===== config.mk =====
export PLATFORM = sky130hd
export DESIGN_NAME = audio_recorder
export DESIGN_NICKNAME = d
export VERILOG_FILES = /design/src/rtl/audio_recorder.sv
export SDC_FILE = /design/constraint.sdc
export NUM_CORES = 1
export LEC_CHECK = 0
export ABC_AREA = 1
export ABC_CLOCK_PERIOD_IN_PS = 2570
export BUFFER_PORTS_ARGS = -buffer_cell sky130_fd_sc_hd__buf_4
export CAP_MARGIN = 20
export CORE_MARGIN = 5
export CORE_UTILIZATION = 40
export DETAILED_ROUTE_END_ITERATION = 12
export PLACE_DENSITY_LB_ADDON = 0.25
export RECOVER_POWER = 25
export REMOVE_ABC_BUFFERS = 1
export SYNTH_ARGS = -nofsm -noshare
export SYNTH_HDL_FRONTEND = slang
export SYNTH_SLANG_ARGS = --single-unit

===== constraint.sdc =====
create_clock -name CLOCK_50 -period 2.57 [get_ports CLOCK_50]
set_clock_uncertainty 0.15 [all_clocks]
set_input_delay 0.514 -clock CLOCK_50 [delete_from_list [all_inputs] [get_ports CLOCK_50]]
set_output_delay 0.514 -clock CLOCK_50 [all_outputs]
set_load 0.01 [all_outputs]

===== src/rtl/audio_recorder.sv =====
// audio_recorder: pops samples from the Audio_Controller input FIFO, quantises
// each one to SAMPLE_W bits and writes it into the playback RAM. Every sample is
// popped, and only every DECIM-th popped sample is written.
// Optional build macro: RECORDER_MONO_MIX_EN stores the average of the left and
// right channels instead of the left channel alone.
//
// state   | meaning
// IDLE    | waiting for start
// CAPTURE | waiting for a sample pair, or for stop
// WRITE   | writes the latched sample, or skips it for decimation
// HOLD    | two cycles: advance the address, then choose DONE or CAPTURE
// DONE    | one-cycle done pulse, then back to IDLE
module audio_recorder #(
  parameter int ADDR_W   = 14,
  parameter int SAMPLE_W = 6,
  parameter int DECIM    = 1
) (
  input  logic                CLOCK_50,
  input  logic                reset,
  input  logic                start,
  input  logic                stop,
  input  logic                audio_in_available,
  input  logic [31:0]         left_channel_audio_in,
  input  logic [31:0]         right_channel_audio_in,
  output logic                read_audio_in,
  output logic [ADDR_W-1:0]   ram_address,
  output logic [SAMPLE_W-1:0] ram_data,
  output logic                ram_wren,
  output logic                busy,
  output logic                done,
  output logic [ADDR_W:0]     sample_count
);

  localparam logic [2:0] S_IDLE    = 3'd0;
  localparam logic [2:0] S_CAPTURE = 3'd1;
  localparam logic [2:0] S_WRITE   = 3'd2;
  localparam logic [2:0] S_HOLD    = 3'd3;
  localparam logic [2:0] S_DONE    = 3'd4;

  localparam logic [7:0]        DECIM_LAST = 8'(DECIM - 1);
  localparam logic [ADDR_W-1:0] ADDR_MAX   = {ADDR_W{1'b1}};

  logic [2:0]          state;
  logic [7:0]          decim_cnt;
  logic [SAMPLE_W-1:0] sample_q;
  logic                wrote;
  logic                full;
  logic                hold_wait;
  logic [SAMPLE_W-1:0] quant;
  logic                unused_bits;

`ifdef RECORDER_MONO_MIX_EN
  // The top bits of the 33-bit signed sum are the truncated channel average.
  logic [32:0] mix_sum;
  assign mix_sum     = {left_channel_audio_in[31], left_channel_audio_in} +
                       {right_channel_audio_in[31], right_channel_audio_in};
  assign quant       = mix_sum[32:33-SAMPLE_W];
  assign unused_bits = ^mix_sum[32-SAMPLE_W:0];
`else
  assign quant       = left_channel_audio_in[31:32-SAMPLE_W];
  assign unused_bits = ^{right_channel_audio_in, left_channel_audio_in[31-SAMPLE_W:0]};
`endif

  // Recording FSM; all outputs are registered and the strobes default low.
  always_ff @(posedge CLOCK_50 or posedge reset) begin
    if (reset) begin
      state         <= S_IDLE;
      decim_cnt     <= '0;
      sample_q      <= '0;
      wrote         <= 1'b0;
      full          <= 1'b0;
      hold_wait     <= 1'b0;
      read_audio_in <= 1'b0;
      ram_address   <= '0;
      ram_data      <= '0;
      ram_wren      <= 1'b0;
      busy          <= 1'b0;
      done          <= 1'b0;
      sample_count  <= '0;
    end else begin
      read_audio_in <= 1'b0;
      ram_wren      <= 1'b0;
      done          <= 1'b0;
      case (state)
        S_IDLE: begin
          if (start && !stop) begin
            ram_address  <= '0;
            sample_count <= '0;
            decim_cnt    <= '0;
            busy         <= 1'b1;
            state        <= S_CAPTURE;
          end
        end
        S_CAPTURE: begin
          if (stop) begin
            done  <= 1'b1;
            state <= S_DONE;
          end else if (audio_in_available) begin
            sample_q      <= quant;
            read_audio_in <= 1'b1;
            state         <= S_WRITE;
          end
        end
        S_WRITE: begin
          if (decim_cnt == DECIM_LAST) begin
            ram_data     <= sample_q;
            ram_wren     <= 1'b1;
            decim_cnt    <= '0;
            sample_count <= sample_count + 1'b1;
            wrote        <= 1'b1;
          end else begin
            decim_cnt <= decim_cnt + 8'd1;
            wrote     <= 1'b0;
          end
          hold_wait <= 1'b0;
          state     <= S_HOLD;
        end
        S_HOLD: begin
          // First cycle advances the address; the last address is kept so it
          // never wraps. Second cycle gives the FIFO time to drop available.
          if (!hold_wait) begin
            hold_wait <= 1'b1;
            full      <= wrote && (ram_address == ADDR_MAX);
            if (wrote && (ram_address != ADDR_MAX))
              ram_address <= ram_address + 1'b1;
          end else if (full || stop) begin
            done  <= 1'b1;
            state <= S_DONE;
          end else begin
            state <= S_CAPTURE;
          end
        end
        S_DONE: begin
          busy  <= 1'b0;
          state <= S_IDLE;
        end
        default: begin
          busy  <= 1'b0;
          state <= S_IDLE;
        end
      endcase
    end
  end

endmodule


==> results of run 1 <==
where the power goes:
group / total, mW / leakage, nW / internal, mW / switching, mW
Combinational: 1.11 / 1.09 / 0.377 / 0.733
Clock: 1.05 / 0.126 / 0.672 / 0.383
Sequential: 1.27 / 0.795 / 1.13 / 0.142
layout make-up:
class                   instances  area [µm²]  area share
clock buffers                  10       137.6     0.03467
clock inverters                 6       112.6     0.02836
inverters                      56       210.2     0.05295
multi-input cells             314        1495      0.3766
flip-flops and latches         59        1476      0.3719
well taps                     102       127.6     0.03215
repair buffers                 53       410.4      0.1034
critical path, delay by kind of cell, from the launching register on:
family,cells,cell delay [ns]
simple gates,9,0.89
flops,1,0.43
fa+ha+maj,1,0.20
buf+inv,1,0.08
worst min path at each step:
stage	cells past startpoint	start	slack, ns	endpoint
after floorplan	2	sample_q[0]$_DFFE_PP0P_	0.29	ram_data[0]$_DFFE_PP0P_
after global placement	2	sample_q[2]$_DFFE_PP0P_	0.31	ram_data[2]$_DFFE_PP0P_
after detailed placement	2	busy$_DFFE_PP0P_	0.32	busy$_DFFE_PP0P_
after CTS	2	reset	0.06	done$_DFF_PP0_
after global routing	3	left_channel_audio_in[29]	0.22	sample_q[3]$_DFFE_PP0P_
final	3	left_channel_audio_in[26]	0.22	sample_q[0]$_DFFE_PP0P_
sequential cells by signal, summed over array words and instances, names as in the netlist:
signal         flops
sample_count      15
ram_address       14
decim_cnt          8
ram_data           6
sample_q           6
state              3
busy               1
done               1
full               1
hold_wait          1
ram_wren           1
read_audio_in      1
wrote              1
per-stage QoR:
stage,power [mW],setup slack (ns),hold WS [ns],std cells
after CTS,3.477,0.7422,0.06487,600
after global placement,2.383,0.7577,0.3108,584
final,3.434,0.7548,0.2215,600
after floorplan,2.022,0.4497,0.2922,429
after global routing,3.684,0.5560,0.2183,600
after detailed placement,2.402,0.7559,0.3169,584
cells in the final DEF, fill, tap and decap left out, drive strengths merged:
cell type and instances:
nand2 143, dfrtp 59, inv 56, nor2 55, buf 52, nand3 39, o21ai 30, nand4 15
clkbuf 11, a21oi 9, nor3 5, ha 4, o22ai 3, o31ai 3, bufinv 3, clkinv 3
xor2 2, o21a 2, xnor2 1, nand3b 1, and3 1, o21bai 1
metal layers:
metal / wire (µm) / up-vias / GRT usage
met4: 123 / 0 / 0.06197
met5: 0 / - / 0
met3: 267 / 9 / 0.03614
met2: 3567 / 59 / 0.2617
met1: 3372 / 1374 / 0.1977
li1: - / 1511 / -
logic make-up (layout without fill, tap and decap cells):
group / Yosys count / in the layout / synth area share
AOI/OAI and AO/OA: 48 / 48 / 0.08379
buffers and inverters: 63 / 125 / 0.07875
DFF: 59 / 59 / 0.4577
and+or+nand+nor: 259 / 259 / 0.3561
adders and majority gates: 4 / 4 / 0.01552
xor gates and xnor gates: 3 / 3 / 0.008147
==> flow_summary.rst, run 1 <==
.. list-table::
   :header-rows: 1

   * - Metric
     - Value
   * - Data arrival time of the critical path
     - 1.95 ns
   * - Register clock-pin slew on the reported worst setup and hold paths
     - 0.07 ns
   * - Post-layout net count
     - 566
   * - Setup crit end
     - ram_address[13]$_DFFE_PP0P_
   * - Initial antenna violation count
     - 0
   * - Startpoint type of the worst setup path
     - flop
   * - Most instantiated library cell after synthesis
     - nand2_1
   * - Total clock buffers created by CTS
     - 9
   * - First-pass iteration count of the detailed router
     - 4
   * - Gates resized, CTS repair
     - 0
   * - Via count of the first global-routing pass
     - 2817
   * - Share of cells above drive strength 1
     - 0.1867
   * - Clock sink total
     - 59
   * - Post-Route Setup TNS
     - 0 ns
   * - Final estimated routing congestion in global placement
     - 0.8469
   * - Post-synthesis cell count
     - 436
   * - Final wirelength
     - 7332 µm
   * - Power per Cell Area
     - 865.0 mW/mm²
   * - Worst min-delay path class
     - in2reg
   * - Skew-Pair Late Insertion Delay
     - 0.34 ns
   * - Antenna cell count
     - 0
   * - Final Max Tran Viols
     - 0
   * - DP Area
     - 0.003720 mm²
   * - RSZ-0062 raised after global routing
     - no
   * - Iteration-0 DRC Markers
     - 131
   * - Number of distinct library cell variants in the gate-level netlist after synthesis
     - 30
   * - Count of fill cells added during filler insertion
     - 734
   * - Cell types with the highest counts after synthesis
     - nand2_1, dfrtp_1, nor2_1
   * - Count of yosys warnings during synthesis
     - 0
   * - Per-instance average area after synthesis
     - 7.398 µm²
   * - Cell-by-cell trace of the critical path
     - ha_1 > nand2_1 > inv_2 > nand2_2 > nor2_4 > nand2_2 > nand2_4 > nand2_4 > nand2_4 > nand2_1 > nand2_1
   * - Worst path required time
     - 2.70 ns
   * - Min Clock Period, post-route
     - 1.815 ns
   * - Class of the most critical setup path
     - reg2reg
   * - Cell area after synthesis
     - 0.003226 mm²
   * - Maximum fanout encountered on the critical timing path
     - 14
   * - Rows
     - 32
   * - HPWL after detailed placement
     - 5222 µm
   * - Die Y
     - 99.80 µm
   * - Total number of vias
     - 2953
   * - Average routed wire per standard cell
     - 12.22 µm
   * - Worst reg-to-reg path cell count
     - 11
   * - # port buffers
     - 49
   * - Starting utilization of the core area
     - 0.4131
   * - Design area
     - 0.003970 mm²
   * - Register area share after synthesis
     - 0.4577
   * - Slowest cell on the critical path
     - dfrtp_1
   * - Number of hold buffers added after CTS
     - 0
   * - Beginning of the critical path
     - ram_address[0]$_DFFE_PP0P_
   * - Core utilization of the finished layout
     - 0.5085
   * - Slew at the pin closest to its max-slew limit
     - 0.9291 ns
   * - Top_reg_cell synth
     - dfrtp_1
   * - I/O pin count
     - 108
   * - Seq cells post-synth
     - 59
   * - Static leakage power
     - 2.012 nW
   * - DRC violations left
     - 0
   * - Top cells by area in the synthesized netlist
     - dfrtp_1, nand2_1, nand3_1
   * - Async S/R FF share, synth
     - 1.000
   * - Max cap viols
     - 0
   * - Overall track demand over capacity in global routing
     - 0.1572
   * - Global-route wire length before repair
     - 12720 µm
   * - Maximum single-stage delay on the critical path
     - 0.43 ns
   * - Largest net degree at the start of global routing
     - 38
   * - Buffer depth of the longest clock path
     - 2
   * - Die footprint
     - 0.009960 mm²
   * - H-Tree Level Count
     - 3
   * - Cell type with the largest total area after synthesis
     - dfrtp_1
   * - Number of routed nets with antenna violations
     - 0
   * - Final Hold Viols
     - 0
   * - TritonCTS clock tree
     - built
   * - Core box area
     - 0.007807 mm²
   * - Period utilisation layout
     - 0.7063
   * - Number of post-CTS setup repair buffers
     - 0
   * - Reg-to-reg startpoint
     - ram_address[0]$_DFFE_PP0P_
   * - Area delta synth->final
     - 23.08%
   * - Worst supply voltage drop on vdd
     - 0.4245 mV
   * - Number of setup violations in the final report
     - 0
   * - Slew headroom
     - 0.3799
   * - Total global routing overflow
     - 0
   * - Status
     - completed
   * - Root buffer cell
     - clkbuf_8
   * - R2R setup slack
     - 0.75 ns
   * - Top cell type's share of synthesized area
     - 0.4577
   * - Critical register-to-register path endpoint
     - ram_address[13]$_DFFE_PP0P_
   * - Via/cell ratio
     - 4.922
   * - Crit end category
     - flop
   * - Max Fclk
     - 550.9 MHz
   * - Die span in x
     - 99.80 µm
   * - Number of enable-type register cells in the synthesized netlist
     - 0
(Power assumes the default switching activity.)
==> run 2, diff against run 1 <==
ABC_CLOCK_PERIOD_IN_PS = 1700   (was 2570)
clock period = 1.7 ns   (was 2.57 ns; I/O delays follow)
==> flow_summary.rst, run 2 (synthesis gave the netlist of run 1 again) <==
.. list-table::
   :header-rows: 1

   * - Metric
     - Value
   * - Max cap viols
     - 0 (unchanged)
   * - Die footprint
     - 0.009960 mm² (unchanged)
   * - Total clock buffers created by CTS
     - 9 (unchanged)
   * - Slew headroom
     - 0.5043 (was 0.3799)
   * - Worst min-delay path class
     - in2reg (unchanged)
   * - Leading cell type in the layout, fill and taps excluded
     - nand2_1 (unchanged)
   * - Skew-Pair Late Insertion Delay
     - 0.35 ns (was 0.34 ns)
   * - # port buffers
     - 49 (unchanged)
   * - Period utilisation layout
     - 0.9729 (was 0.7063)
   * - Maximum fanout encountered on the critical timing path
     - 7 (was 14)
   * - Largest net degree at the start of global routing
     - 60 (was 38)
   * - Class of the most critical setup path
     - reg2reg (unchanged)
   * - FF/Latch Area
     - 0.001476 mm² (unchanged)
   * - Worst reg-to-reg path cell count
     - 11 (unchanged)
   * - Register clock-pin slew on the reported worst setup and hold paths
     - 0.07 ns (about the same)
   * - Crit end category
     - flop (unchanged)
   * - Total global routing overflow
     - 0 (unchanged)
   * - Power Total
     - 5.615 mW (was 3.434 mW)
   * - Commonest non-fill, non-tap cells in the layout
     - nand2_1, buf_4, dfrtp_1 (was nand2_1, dfrtp_1, buf_4)
   * - Power per Cell Area
     - 1289 mW/mm² (was 865.0 mW/mm²)
   * - Static leakage power
     - 2.206 nW (was 2.012 nW)
   * - Count of fill cells added during filler insertion
     - 713 (was 734)
   * - Worst supply voltage drop on vdd
     - 0.7350 mV (was 0.4245 mV)
   * - Final estimated routing congestion in global placement
     - 0.8330 (was 0.8469)
   * - Max Fclk
     - 604.6 MHz (was 550.9 MHz)
   * - Multi-input gate area in the final layout
     - 0.001640 mm² (was 0.001495 mm²)
   * - Final wirelength
     - 8014 µm (was 7332 µm)
   * - Number of setup violations in the final report
     - 0 (unchanged)
   * - Final Hold Viols
     - 0 (unchanged)
   * - Starting utilization of the core area
     - 0.4131 (unchanged)
   * - Cell-by-cell trace of the critical path
     - ha_2 > nand2_2 > inv_2 > nand2_4 > nor2_4 > nand2_2 > nand2_4 > nand2_8 > nand2_4 > nand2_1 > nand2_1 (was ha_1 > nand2_1 > inv_2 > nand2_2 > nor2_4 > nand2_2 > nand2_4 > nand2_4 > nand2_4 > nand2_1 > nand2_1)
   * - Maximum single-stage delay on the critical path
     - 0.36 ns (was 0.43 ns)
   * - Initial antenna violation count
     - 0 (unchanged)
   * - Max FFs per register
     - 15 (unchanged)
   * - I/O pin count
     - 108 (unchanged)
   * - TritonCTS clock tree
     - built (unchanged)
   * - Final Max Tran Viols
     - 0 (unchanged)
   * - Iteration-0 DRC Markers
     - 156 (was 131)
   * - Worst path required time
     - 1.84 ns (was 2.70 ns)
   * - Average routed wire per standard cell
     - 12.58 µm (was 12.22 µm)
   * - Number of routed nets with antenna violations
     - 0 (unchanged)
   * - Min Clock Period, post-route
     - 1.654 ns (was 1.815 ns)
   * - Core box area
     - 0.007807 mm² (unchanged)
   * - Overall track demand over capacity in global routing
     - 0.1616 (was 0.1572)
   * - Tightest hold margin
     - 0.03311 ns (was 0.2215 ns)
   * - HPWL after detailed placement
     - 5467 µm (was 5222 µm)
   * - Status
     - completed (unchanged)
   * - Via/cell ratio
     - 4.895 (was 4.922)
   * - Slowest cell on the critical path
     - dfrtp_1 (unchanged)
   * - Buffering stage count on the worst path with inverters included
     - 1 (unchanged)
   * - RSZ-0062 raised after global routing
     - yes (was no)
   * - Area delta synth->final
     - 35.03% (was 23.08%)
   * - Stages on the worst setup path
     - 11 (unchanged)
   * - Largest delay contributor family on the critical path
     - simple AND/OR/NAND/NOR gates (unchanged)
   * - Dominant cell type by count on the critical path
     - nand2_4
   * - Root buffer cell
     - clkbuf_8 (unchanged)
   * - Data arrival time of the critical path
     - 1.79 ns (was 1.95 ns)
   * - Global-route wire length before repair
     - 13100 µm (was 12720 µm)
   * - Rows
     - 32 (unchanged)
   * - DRC violations left
     - 0 (unchanged)
   * - First-pass iteration count of the detailed router
     - 4 (unchanged)
   * - Regs by FF count
     - sample_count x15, ram_address x14, decim_cnt x8 (unchanged)
   * - Startpoint type of the worst setup path
     - flop (unchanged)
   * - Hold Path Cell Cnt
     - 3 (unchanged)
   * - Via count of the first global-routing pass
     - 2912 (was 2817)
   * - Share of cells above drive strength 1
     - 0.2860 (was 0.1867)
   * - Top register by number of flip-flops
     - sample_count (unchanged)
   * - Slew at the pin closest to its max-slew limit
     - 0.7436 ns (was 0.9291 ns)
   * - Antenna cell count
     - 0 (unchanged)
   * - Die Y
     - 99.80 µm (unchanged)
   * - Buffer depth of the longest clock path
     - 2 (unchanged)
   * - Die span in x
     - 99.80 µm (unchanged)
   * - Total number of vias
     - 3118 (was 2953)
   * - Post-layout net count
     - 603 (was 566)
   * - Clock sink total
     - 59 (unchanged)
   * - H-Tree Level Count
     - 3 (unchanged)
## run 2: cell count changes in the layout (fill, tap and decap cells not counted), moves of 4 or more
| cell | previous run | this run |
|---|---|---|
| nand2_1 | 135 | 119 |
| buf_4 | 51 | 82 |
| inv_1 | 49 | 45 |
| nand2_2 | 4 | 16 |
| nand2_4 | 4 | 8 |
## run 2: cell type report
type,instances,area share
Sequential cell,59,0.3390
Tap cell,102,0.02930
Inverter,56,0.04970
Multi-Input combinational cell,316,0.3766
Clock inverter,5,0.01207
Timing Repair Buffer,88,0.1609
Clock buffer,11,0.03246
## run 2: through the flow
stage                       util  instance area, µm²  TNS (ns)  setup WS [ns]  cells
final                     0.5579                4355         0        0.04603    637
after global routing      0.5579                4355   -0.5538       -0.05604    637
after CTS                 0.5287                4128         0       0.003177    622
after detailed placement  0.4973                3882   -0.1502       -0.03991    604
after global placement    0.4973                3882         0       0.007862    604
after floorplan                -                3182    -15.31        -0.2463    429
## run 2: worst register-to-register path: cells and delay by family, from the launching register on
family	cells	cell delay (ns)
simple gates	9	0.81
flops	1	0.36
fa+ha+maj	1	0.19
buf+inv	1	0.09
## run 2: worst paths after layout
path                                       startpoint                           to  slack, ns
max                        ram_address[0]$_DFFE_PP0P_  ram_address[13]$_DFFE_PP0P_       0.05
min                         left_channel_audio_in[26]      sample_q[0]$_DFFE_PP0P_       0.03
max reg2reg                ram_address[0]$_DFFE_PP0P_  ram_address[13]$_DFFE_PP0P_       0.05
min reg2reg                          busy$_DFFE_PP0P_             busy$_DFFE_PP0P_       0.33
max in group asynchronous                       reset  sample_count[6]$_DFFE_PP0P_       0.29
min in group asynchronous                       reset      ram_data[5]$_DFFE_PP0P_       0.63
## run 2: where the power goes
| part | internal (mW) | total (mW) | leakage, nW | switching [mW] |
|---|---|---|---|---|
| logic | 0.985 | 2.41 | 1.31 | 1.43 |
| registers | 1.70 | 1.90 | 0.795 | 0.199 |
| clock network | 0.710 | 1.30 | 0.0991 | 0.591 |
## run 2: repair_timing
action                                  in CTS  in global routing
pin swaps                                    1                 17
hold buffers                                 1                  0
cloned                                       0                  3
resized for setup                            6                 34
endpoints found under the setup margin      21                 38
setup buffers                                1                 12
endpoints found under the hold margin       59                  0
## run 2: routing by layer
metal | part of all wire | up-vias | GRT usage
li1 | - | 1586 | -
met1 | 0.45 | 1465 | 0.2021
met2 | 0.50 | 57 | 0.2683
met3 | 0.038 | 10 | 0.03197
met4 | 0.014 | 0 | 0.07563
met5 | 0 | - | 0
